`src/rtl/ctrl_pipe_pkg.sv`:
```
// Shared types for the control pipeline: the per-stage control bundle and its bubble value.
// Bundle layout, MSB to LSB: valid, regWrite, memRead, memWrite, memToReg, branch, jump, halt, err, wrReg.
package ctrl_pipe_pkg;

    localparam int REG_W = 3;

    typedef struct packed {
        logic             valid;
        logic             regWrite;
        logic             memRead;
        logic             memWrite;
        logic             memToReg;
        logic             branch;
        logic             jump;
        logic             halt;
        logic             err;
        logic [REG_W-1:0] wrReg;
    } bundle_t;

    localparam int BUNDLE_W = $bits(bundle_t);

    localparam bundle_t BUBBLE = '0;

endpackage

```
`src/rtl/ctrl_stage_reg.sv`:
```
// One pipeline register for the control bundle.
// Precedence: rst clears it, otherwise en advances it, loading a bubble when clr is set.
module ctrl_stage_reg
    import ctrl_pipe_pkg::*;
(
    input  logic                clk,
    input  logic                rst,
    input  logic                en,
    input  logic                clr,
    input  logic [BUNDLE_W-1:0] d,
    output logic [BUNDLE_W-1:0] q
);

    always_ff @(posedge clk) begin
        if (rst) begin
            q <= BUBBLE;
        end else if (en) begin
            q <= clr ? BUBBLE : d;
        end
    end

endmodule

```
`src/rtl/ctrl_pipe.sv`:
```
// Carries decoded control from ID through the EX/MEM/WB registers, with load-use
// stalls, flush bubbles, a memory freeze, and sticky halted/error flags.
module ctrl_pipe
    import ctrl_pipe_pkg::*;
(
    input  logic             clk,
    input  logic             rst,
    input  logic             id_valid,
    input  logic             id_regWrite,
    input  logic             id_memRead,
    input  logic             id_memWrite,
    input  logic             id_memToReg,
    input  logic             id_branch,
    input  logic             id_jump,
    input  logic             id_halt,
    input  logic             id_err,
    input  logic [REG_W-1:0] id_wrReg,
    input  logic [REG_W-1:0] id_rs,
    input  logic [REG_W-1:0] id_rt,
    input  logic             id_useRs,
    input  logic             id_useRt,
    input  logic             flush,
    input  logic             memStall,
    output logic             stallID,
    output logic             ex_valid,
    output logic             ex_regWrite,
    output logic             ex_memRead,
    output logic             ex_memWrite,
    output logic             ex_memToReg,
    output logic             ex_branch,
    output logic             ex_jump,
    output logic [REG_W-1:0] ex_wrReg,
    output logic             mem_valid,
    output logic             mem_regWrite,
    output logic             mem_memRead,
    output logic             mem_memWrite,
    output logic             mem_memToReg,
    output logic [REG_W-1:0] mem_wrReg,
    output logic             wb_valid,
    output logic             wb_regWrite,
    output logic             wb_memToReg,
    output logic [REG_W-1:0] wb_wrReg,
    output logic             halted,
    output logic             errOut
);

    bundle_t id_b, ex_q, mem_q, wb_q;
    logic    load_use, advance, ex_clr;
    logic    halted_q, err_q;
    logic    unused_bits;

    always_comb begin
        id_b          = BUBBLE;
        id_b.valid    = id_valid;
        id_b.regWrite = id_regWrite;
        id_b.memRead  = id_memRead;
        id_b.memWrite = id_memWrite;
        id_b.memToReg = id_memToReg;
        id_b.branch   = id_branch;
        id_b.jump     = id_jump;
        id_b.halt     = id_halt;
        id_b.err      = id_err;
        id_b.wrReg    = id_wrReg;
    end

    // A load in EX whose destination is read by the ID instruction; r0 is not special.
    always_comb begin
        load_use = ex_q.valid & ex_q.memRead & ex_q.regWrite & id_valid &
                   ((id_useRs & (id_rs == ex_q.wrReg)) |
                    (id_useRt & (id_rt == ex_q.wrReg)));
    end

    // memStall freezes every stage; otherwise EX takes a bubble on flush, hazard or halt.
    assign advance = ~memStall;
    assign ex_clr  = flush | load_use | halted_q;
    assign stallID = ~rst & (memStall | halted_q | (load_use & ~flush));

    ctrl_stage_reg u_ex (
        .clk (clk), .rst (rst), .en (advance), .clr (ex_clr), .d (id_b), .q (ex_q)
    );

    ctrl_stage_reg u_mem (
        .clk (clk), .rst (rst), .en (advance), .clr (1'b0), .d (ex_q), .q (mem_q)
    );

    ctrl_stage_reg u_wb (
        .clk (clk), .rst (rst), .en (advance), .clr (1'b0), .d (mem_q), .q (wb_q)
    );

    always_ff @(posedge clk) begin
        if (rst) begin
            halted_q <= 1'b0;
            err_q    <= 1'b0;
        end else begin
            if (wb_q.valid & wb_q.halt) halted_q <= 1'b1;
            if (wb_q.valid & wb_q.err)  err_q    <= 1'b1;
        end
    end

    assign ex_valid     = ex_q.valid;
    assign ex_regWrite  = ex_q.valid & ex_q.regWrite;
    assign ex_memRead   = ex_q.valid & ex_q.memRead;
    assign ex_memWrite  = ex_q.valid & ex_q.memWrite;
    assign ex_memToReg  = ex_q.memToReg;
    assign ex_branch    = ex_q.branch;
    assign ex_jump      = ex_q.jump;
    assign ex_wrReg     = ex_q.wrReg;

    assign mem_valid    = mem_q.valid;
    assign mem_regWrite = mem_q.valid & mem_q.regWrite;
    assign mem_memRead  = mem_q.valid & mem_q.memRead;
    assign mem_memWrite = mem_q.valid & mem_q.memWrite;
    assign mem_memToReg = mem_q.memToReg;
    assign mem_wrReg    = mem_q.wrReg;

    assign wb_valid     = wb_q.valid;
    assign wb_regWrite  = wb_q.valid & wb_q.regWrite;
    assign wb_memToReg  = wb_q.memToReg;
    assign wb_wrReg     = wb_q.wrReg;

    assign halted = halted_q;
    assign errOut = err_q;

    // Branch/jump/memory bits are not consumed after the stage that needs them.
    assign unused_bits = ^{mem_q.branch, mem_q.jump, wb_q.memRead, wb_q.memWrite,
                           wb_q.branch, wb_q.jump};

endmodule

```
`config.mk`:
```
export PLATFORM = sky130hd
export DESIGN_NAME = ctrl_pipe
export DESIGN_NICKNAME = d
export VERILOG_FILES = /design/src/rtl/ctrl_pipe_pkg.sv /design/src/rtl/ctrl_stage_reg.sv /design/src/rtl/ctrl_pipe.sv
export SDC_FILE = /design/constraint.sdc
export NUM_CORES = 1
export LEC_CHECK = 0
export ABC_AREA = 1
export BUFFER_PORTS_ARGS = -buffer_cell sky130_fd_sc_hd__buf_2
export CAP_MARGIN = 30
export CORE_MARGIN = 2
export CORE_UTILIZATION = 53
export CTS_CLUSTER_SIZE = 10
export DETAILED_ROUTE_END_ITERATION = 7
export GPL_ROUTABILITY_DRIVEN = 0
export PLACE_DENSITY = 0.83
export SYNTH_ARGS = -nofsm -noshare
export SYNTH_HDL_FRONTEND = slang
export SYNTH_SLANG_ARGS = --single-unit
```
`constraint.sdc`:
```
create_clock -name clk -period 2.15 [get_ports clk]
set_clock_uncertainty 0.2 [all_clocks]
set_input_delay 0.215 -clock clk [delete_from_list [all_inputs] [get_ports clk]]
set_output_delay 0.215 -clock clk [all_outputs]
set_load 0.01 [all_outputs]
```
==> flow_summary.ini <==
[outcome]
outcome = complete, no violations

[placed_design]
dp.cells = 264
dpl_worst_slack_ns = 0.625
numPortBuffers = 50
place_hpwl_um = 2130

[sta]
fin_crit_sh = 0.879
fin_ws_ns = 0.261
final_hold_viol_count = 0
max_slew_margin = 0.730
rsz0062_at_grt = false
fin_hold_ws_ns = 0.132
post-route-min-period_ns = 1.89
worst_slew_pin_slew_ns = 0.404
tns_ns = 0
setup_viol = 0
drv_slew = 0
fmax_ghz = 0.529

[yosys]
syn_area_per_cell_um2 = 7.68
syn_inst = 199
muxShareOfSynthArea = 0
synth-seq-cells = 32
synth_top_family_by_area = simple AND/OR/NAND/NOR gates
synthesis.nets = 223
synth-simple-area-share = 0.264
ys_types = 20
ys.warnings.count = 0
synthXorXnorAreaFrac = 0
synth-compound-area-share = 0.182
ys_seq_area_frac = 0.419
netlist_area_mm2 = 0.00153
synthAdderAreaFrac = 0

[drt]
drt_iter0_markers = 40
wl_um = 3280
ant_nets = 0
drc = 0
wl_per_cell_um = 11.5
via_per_inst = 4.94
dr.pass1.iters = 4
num_vias = 1409

[critical_path]
crit_buf_inv = 2
endpoint_kind = primary output
max_stage_delay_ns = 0.40
cp_max_fo = 5
critPathArrivalTime_ns = 1.47
crit_top_cell = nand2_1
reg2reg_depth = 9
r2r-start = u_ex.q[2]
cp_top_family = simple AND/OR/NAND/NOR gates
slowest_stage = dfxtp_1
criticalPathCategory = flip-flop to primary output
rr_endpoint = u_ex.q[1]
crit_required_ns = 1.74
r2r_slack_ns = 0.73
setup.worst_path.start_class = flip-flop
cp_cell_sequence = inv_2 > nand2_1 > nand2_1 > nor2_1 > nand2_1 > nand2_2 > nand3b_1 > a21oi_1 > buf_2

[grt]
antenna_found_initial = 0
grt_usage = 0.220
grt_pass1_vias = 1261
grt.overflow.total = 0
grt_max_degree = 31
grt_pass1_wl_um = 5570

[power]
pwr-share-clk = 0.344
power_density_mw_per_mm2 = 681
vdd_drop_max_mv = 0.613
p_leak_nw = 1.01
power.internal_w = 0.000965
pwr-share-seq = 0.500
switchingPower_w = 0.000345
combPwrFrac = 0.156
p_sw_frac = 0.263

[cts]
cts_tree = built
htree_levels = 2
ctsResizeCount = 0
cts.sinks = 32
clock_path_buffers = 2
clk_pin_slew_ns = 0.11
insertion_delay_ns = 0.33
clk_root_buffer_cell = clkbuf_4
cts_buffers = 5

[worst_hold_path]
worstHoldStart = memStall
worst_hold_path.num_cells = 3
hold_path.class = primary input to flip-flop
min_to = u_wb.q[7]

[cells_and_area]
finish.utilization = 0.697
diodes = 0
finalNetCount = 277
layout-drive-gt1-share = 0.343
final_cell_count_no_fill = 285
syn_to_final_growth_pct = 25.9

[floorplan]
start_util = 0.554
coreArea_mm2 = 0.00276
num_io_pins = 51
die_area_mm2 = 0.00333
rows = 19
die_h_um = 57.7
die_x_um = 57.7

[flow_run]
maxCapViolCount = 0
logic make-up (layout without fill, tap and decap cells):
family	Yosys count	in the layout
and+or+nand+nor	82	82
AOI/OAI and AO/OA	48	48
buffers and inverters	37	92
DFF	32	32
flip-flops by register name (all words and copies together), names as in the netlist:
signal / cells
errOut: 1
halted: 1
u_ex.q: 12
u_mem.q: 10
u_wb.q: 8
layer usage:
metal,vias up,global-route usage,share of wire
met5,-,0,0
met4,0,0.0664,0.0064
met3,2,0.0781,0.060
met2,40,0.362,0.52
met1,629,0.270,0.42
li1,738,-,-
layout make-up:
| cell class | instances | area (µm²) |
|---|---|---|
| Clock buffer | 5 | 37.5 |
| Tap cell | 31 | 38.8 |
| Sequential cell | 32 | 641 |
| Inverter | 18 | 67.6 |
| Multi-Input combinational cell | 130 | 681 |
| Timing Repair Buffer | 66 | 415 |
| Clock inverter | 3 | 42.5 |
| Fill cell | 252 | 835 |
power by group through the flow:
stage	Clock (W)	Combinational (W)	Sequential, W
final	0.000450	0.000204	0.000655
after global routing	0.000503	0.000229	0.000661
after CTS	0.000461	0.000204	0.000655
after detailed placement	0	0.000186	0.000668
after global placement	0	0.000182	0.000667
after floorplan	0	0.000129	0.000668
cells in the final DEF, fill, tap and decap left out, drive strengths merged:
cell type and instances:
a21oi 18, buf 53, bufinv 1, clkbuf 5, clkinv 1, clkinvlp 1, dfxtp 32, dlygate4sd3 13
inv 18, nand2 28, nand3 12, nand3b 1, nor2 41, o21ai 30
metrics by stage:
stage | power, W | instance area (µm²)
4_1_cts | 0.00132 | 1920
5_1_grt | 0.00139 | 1920
3_3_place_gp | 0.000849 | 1710
3_5_place_dp | 0.000854 | 1710
2_1_floorplan | 0.000797 | 1530
6_report | 0.00131 | 1920
cells in the mapped netlist:
cell | instances | share of area
nor2_8 | 1 | 0.013
o21ai_1 | 3 | 0.0098
o21ai_0 | 27 | 0.088
nor2_1 | 40 | 0.098
inv_1 | 15 | 0.037
bufbuf_8 | 1 | 0.012
nand2_4 | 1 | 0.0074
nand2_1 | 26 | 0.064
nand3b_1 | 1 | 0.0049
buf_4 | 9 | 0.044
nand3_2 | 10 | 0.066
buf_2 | 2 | 0.0066
nand3_1 | 2 | 0.0066
a21oi_1 | 8 | 0.026
a21oi_2 | 10 | 0.057
dfxtp_1 | 32 | 0.42
inv_2 | 3 | 0.0074
clkbuf_1 | 6 | 0.015
buf_12 | 1 | 0.013
nand2_2 | 1 | 0.0041
timing repair:
action / 4_1_cts / 5_1_grt
buffers inserted: 0 / 0
endpoints found under the hold margin: 14 / 0
hold buffers: 13 / 0
how the worst max path moves through the flow:
stage,startpoint,cells past startpoint,to
floorplan,u_ex.q[11],4,stallID
global placement,u_ex.q[2],9,stallID
detailed placement,u_ex.q[2],9,stallID
CTS,u_ex.q[2],9,stallID
global route,u_ex.q[2],9,stallID
finish,u_ex.q[2],9,stallID
worst register-to-register path: cells and delay by family, from the launching register on:
family          cells  cell delay, ns
compound gates      1            0.06
buf+inv             1            0.07
flops               1            0.40
simple gates        7            0.60
(Power assumes the default switching activity.)
